$ cat src/rtl/cache_bank_sram_pkg.sv
// Shared defaults and elaboration-time checks for cache_bank_sram.
// Only constants and a helper live here; the bank itself needs no typedefs.
package cache_bank_sram_pkg;

    localparam int CB_DATA_W = 32;
    localparam int CB_ADDR_W = 6;

    function automatic bit cb_params_ok(input int dw, input int aw);
        return (dw >= 1) && (aw >= 1);
    endfunction

endpackage

$ cat src/rtl/cache_bank_sram.sv
// Simple dual-port SRAM bank: one write port, one registered read port.
// CACHE_BANK_BYPASS_EN selects write-first on same-address collisions.
module cache_bank_sram
    import cache_bank_sram_pkg::*;
#(
    parameter int DATA_WIDTH = CB_DATA_W,
    parameter int ADDR_WIDTH = CB_ADDR_W
) (
    input  logic                  clk,
    input  logic                  rst_n,
    input  logic                  i_we,
    input  logic [DATA_WIDTH-1:0] i_wdata,
    input  logic [ADDR_WIDTH-1:0] i_waddr,
    input  logic [ADDR_WIDTH-1:0] i_raddr,
    output logic [DATA_WIDTH-1:0] o_rdata
);

    localparam int DEPTH = 1 << ADDR_WIDTH;

    generate
        if (!cb_params_ok(DATA_WIDTH, ADDR_WIDTH)) begin : g_bad_param
            INVALID_CACHE_BANK_PARAM u_invalid ();
        end
    endgenerate

    // Array carries no reset so it maps onto a real SRAM macro.
    logic [DATA_WIDTH-1:0] r_mem [DEPTH];
    logic [DATA_WIDTH-1:0] r_rdata;
    logic [DATA_WIDTH-1:0] w_rd_next;

    always_ff @(posedge clk) begin
        if (rst_n && i_we) begin
            r_mem[i_waddr] <= i_wdata;
        end
    end

`ifdef CACHE_BANK_BYPASS_EN
    always_comb begin
        w_rd_next = r_mem[i_raddr];
        if (i_we && (i_waddr == i_raddr)) begin
            w_rd_next = i_wdata;
        end
    end
`else
    always_comb begin
        w_rd_next = r_mem[i_raddr];
    end
`endif

    always_ff @(posedge clk or negedge rst_n) begin
        if (!rst_n) begin
            r_rdata <= '0;
        end else begin
            r_rdata <= w_rd_next;
        end
    end

    assign o_rdata = r_rdata;

endmodule

$ cat config.mk
export PLATFORM = sky130hd
export DESIGN_NAME = cache_bank_sram
export DESIGN_NICKNAME = d
export VERILOG_FILES = /design/src/rtl/cache_bank_sram_pkg.sv /design/src/rtl/cache_bank_sram.sv
export SDC_FILE = /design/constraint.sdc
export NUM_CORES = 2
export LEC_CHECK = 0
export BUFFER_PORTS_ARGS = -buffer_cell sky130_fd_sc_hd__buf_2
export CORE_ASPECT_RATIO = 1.4
export CORE_MARGIN = 3
export CORE_UTILIZATION = 35
export DETAILED_ROUTE_END_ITERATION = 16
export GPL_TIMING_DRIVEN = 1
export PLACE_DENSITY = 0.51
export SYNTH_ARGS = -nofsm -noshare
export SYNTH_HDL_FRONTEND = slang
export SYNTH_SLANG_ARGS = --single-unit
$ cat constraint.sdc
create_clock -name clk -period 2.1 [get_ports clk]
set_clock_uncertainty 0.05 [all_clocks]
set_input_delay 0.525 -clock clk [delete_from_list [all_inputs] [get_ports clk]]
set_output_delay 0.525 -clock clk [all_outputs]
set_load 0.03 [all_outputs]
==> reports/qor.yml <==
outcome:
  outcome: "complete, but fails checks"
  violations: "setup timing"
finish:
  fin_area_um2: 96000
  regArea_um2: 62300
  fin_cells: 7363
  multi_input_area_um2: 16300
  drive_above_1_share_pct: 35.6
  fillCellCount: 19448
  finalNetCount: 4222
  area_growth_pct: 21.6
clock_tree:
  clk_path_buf_depth: 4
  cts_made_buffers: 202
  clk_pin_slew_ps: 70
  tritoncts: "done"
  cts_root_buf: "clkbuf_16"
  cts.sinks: 2080
  clock_latency_ps: 860
  h-tree-depth: 4
floorplanning:
  rows: 205
  io_pins: 79
  die_y_um: 568
  core_um2: 224000
  initial_core_util_pct: 35.3
  dieArea_um2: 231000
  die_w_um: 407
drt:
  drt_wl_total_um: 232000
  drc: 0
  via_count: 39118
  via_per_inst: 5.31
  firstDrtPassIters: 7
  drt.antenna.violating_nets: 0
  routedWlPerCell_um: 31.5
  drtIter0Drc: 3706
worst_setup_path:
  worstPathRequired_ps: 2780
  worst_setup_path_end_kind: "flop"
  path_cells: "buf_12, buf_12, buf_6, buf_4, mux4_2, a22oi_2, nand4_1, and3_1"
  crit_buf_inv: 4
  r2r_setup_slack_ps: -90
  critPathLaunch: "i_raddr[0]"
  r2r_cells: 4
  cp-start-kind: "input port"
  cpMostUsedCell: "buf_12"
  critPathArrivalTime_ps: 2900
  critical_path_class: "in -> reg"
  crit_path_top_delay_cell: "nand4_1"
  cpPeakStageDelay_ps: 520
  worst_r2r_endpoint: "o_rdata[2]$_DFF_PN0_"
  cp_num_cells: 8
  endpoint: "o_rdata[2]$_DFF_PN0_"
  cp_max_fo: 9
  r2r-start: "r_mem[2][2]$_DFFE_PP_"
  cpLargestDelayFamily: "simple AND/OR/NAND/NOR gates"
timing:
  hold_viol_final: 0
  timing.final.max_slew_violations: 0
  post-route-period-util_pct: 106
  rsz0062_at_grt: "yes"
  finalSetupViolations: 5
  setup_tns_ps: -296
  finalCriticalPeriod_ps: 2230
  finalWorstSetupSlack_ps: -127
  max_freq_ghz: 0.449
  slew_headroom_pct: 13.9
  tightest_slew_ps: 1290
synth:
  synth_cell_types: 37
  syn_avg_cell_area_um2: 22.4
  syn_area_um2: 79000
  syn_inst: 3518
  yosysTopAreaCell: "edfxtp_1"
  synth.area.top_cells: "edfxtp_1 78%, mux4_2 13%, mux2i_1 1.9%"
  ys_seq_area_share_pct: 78.9
  ys_ff_latch: 2080
  synth.top_cell.area_share_pct: 77.9
  ys_warn_count: 0
  syn_nets: 3565
global_route:
  overflow: 0
  grt_pass1_vias: 41120
  grt_pass1_wl_um: 324000
  grtUsageTotal_pct: 19.7
  grt_antenna_before_repair: 4
  grt_max_degree: 65
placement:
  place_inst: 6965
  dp_worst_setup_slack_ps: -1250
  gp_congestion: 0.788
  io_buffers: 78
  placed_cell_area_um2: 89400
  hpwl_um: 148000
worst_hold_path:
  hold_class: "in -> reg"
pwr:
  power.density_nw_per_um2: 900
  ir_drop_mv: 0.623
  p_leak_nw: 30.8
run:
  maxCapViolations: 0
[where the power goes]
group / internal (mW) / total (mW) / switching, mW / leakage (nW)
Clock: 19.7 / 35.1 / 15.4 / 3.09
Combinational: 2.15 / 5.29 / 3.14 / 8.92
Sequential: 45.8 / 46.0 / 0.192 / 18.8
Total: 67.7 / 86.4 / 18.8 / 30.8
[placed cells by master (no fill, tap or decap), types with 42 or more instances in the layout]
cell / synthesis / layout
edfxtp_1: 2048 / 2048
nand2_1: 85 / 74
buf_4: 30 / 389
buf_12: 0 / 192
mux2_2: 51 / 51
buf_2: 53 / 50
o22ai_1: 71 / 70
a22oi_1: 50 / 47
mux2i_1: 146 / 146
o221ai_1: 42 / 42
nand3_1: 61 / 58
clkbuf_16: 0 / 205
nand4_1: 50 / 50
clkbuf_1: 93 / 57
clkinv_2: 0 / 42
nor2_4: 0 / 64
mux4_2: 448 / 448
[how the worst min path moves through the flow]
stage	startpoint	to	depth (start not counted)
after floorplan	rst_n	o_rdata[0]$_DFF_PN0_	0
after global placement	rst_n	o_rdata[9]$_DFF_PN0_	2
after detailed placement	rst_n	o_rdata[9]$_DFF_PN0_	2
after CTS	i_wdata[19]	r_mem[28][19]$_DFFE_PP_	1
after global routing	i_wdata[19]	r_mem[28][19]$_DFFE_PP_	1
final	i_wdata[19]	r_mem[28][19]$_DFFE_PP_	1
[metal layers]
layer	vias to the layer above	GRT usage (%)	routed length, um
met5	-	0	0
li1	16341	-	-
met1	21324	25.1	92000
met3	301	2.30	10300
met2	1152	35.2	121000
met4	0	6.29	8020
[area by class of cell]
type / instances / share of cell area [%]
sequential: 2080 / 64.9
timing repair buffer: 653 / 7.59
antenna: 22 / 0.0573
clock buffer: 273 / 5.70
clock inverter: 96 / 0.857
tap: 3001 / 3.91
multi-input combinational: 1237 / 17.0
inverter: 1 / 0.00391
[synthesized netlist by cell type, drive strengths merged]
| library cell | count |
|---|---|
| a221o | 27 |
| clkbuf | 93 |
| buf | 107 |
| nor2 | 89 |
| a311o | 8 |
| a21oi | 21 |
| or3 | 2 |
| a22oi | 50 |
| nand3 | 61 |
| a211oi | 11 |
| o22a | 8 |
| edfxtp | 2048 |
| nor2b | 16 |
| o211a | 8 |
| o221ai | 42 |
| and2 | 2 |
| mux2i | 146 |
| a31oi | 4 |
| and3 | 10 |
| dfrtp | 32 |
| nor3 | 8 |
| o21ai | 1 |
| or2 | 3 |
| a2111oi | 1 |
| o22ai | 71 |
| inv | 1 |
| nand2 | 85 |
| or3b | 1 |
| nand2b | 10 |
| mux2 | 52 |
| nand4 | 50 |
| nand3b | 2 |
| mux4 | 448 |
[stage by stage]
stage / total power, mW / utilization, % / hold slack, ps
after floorplan: 49.2 / - / 179
after global placement: 52.2 / 40.0 / 630
after detailed placement: 52.2 / 40.0 / 632
after CTS: 87.4 / 42.8 / 21.3
after global routing: 89.1 / 42.9 / 36.3
final: 86.4 / 42.9 / 49.9
[worst register-to-register path, cell delays in order (launching register included)]
cell	delay [ps]
edfxtp_1	370
mux4_2	480
a22oi_2	230
nand4_1	520
and3_1	450
[cells by family (layout without fill, tap and decap cells)]
group,Yosys count,after routing,synth area share [%]
other,0,22,0
AND/OR/NAND/NOR,339,339,2.03
flip-flops,2080,2080,78.9
AO/OA/AOI/OAI,252,252,2.42
buffers and inverters,201,1023,1.28
multiplexers,646,646,15.4
[what timing repair did]
action / in CTS / in global routing
endpoints found under the hold margin: 26 / 0
hold buffers: 2 / 0
pin swaps: 9 / 9
endpoints found under the setup margin: 27 / 148
gates cloned: 0 / 2
buffers inserted: 0 / 3
resized for setup: 54 / 10
[sequential cells by signal (all words and copies together) (netlist names)]
register,flops
r_mem,2048
o_rdata,32
Power figures use the tool's default switching activity.
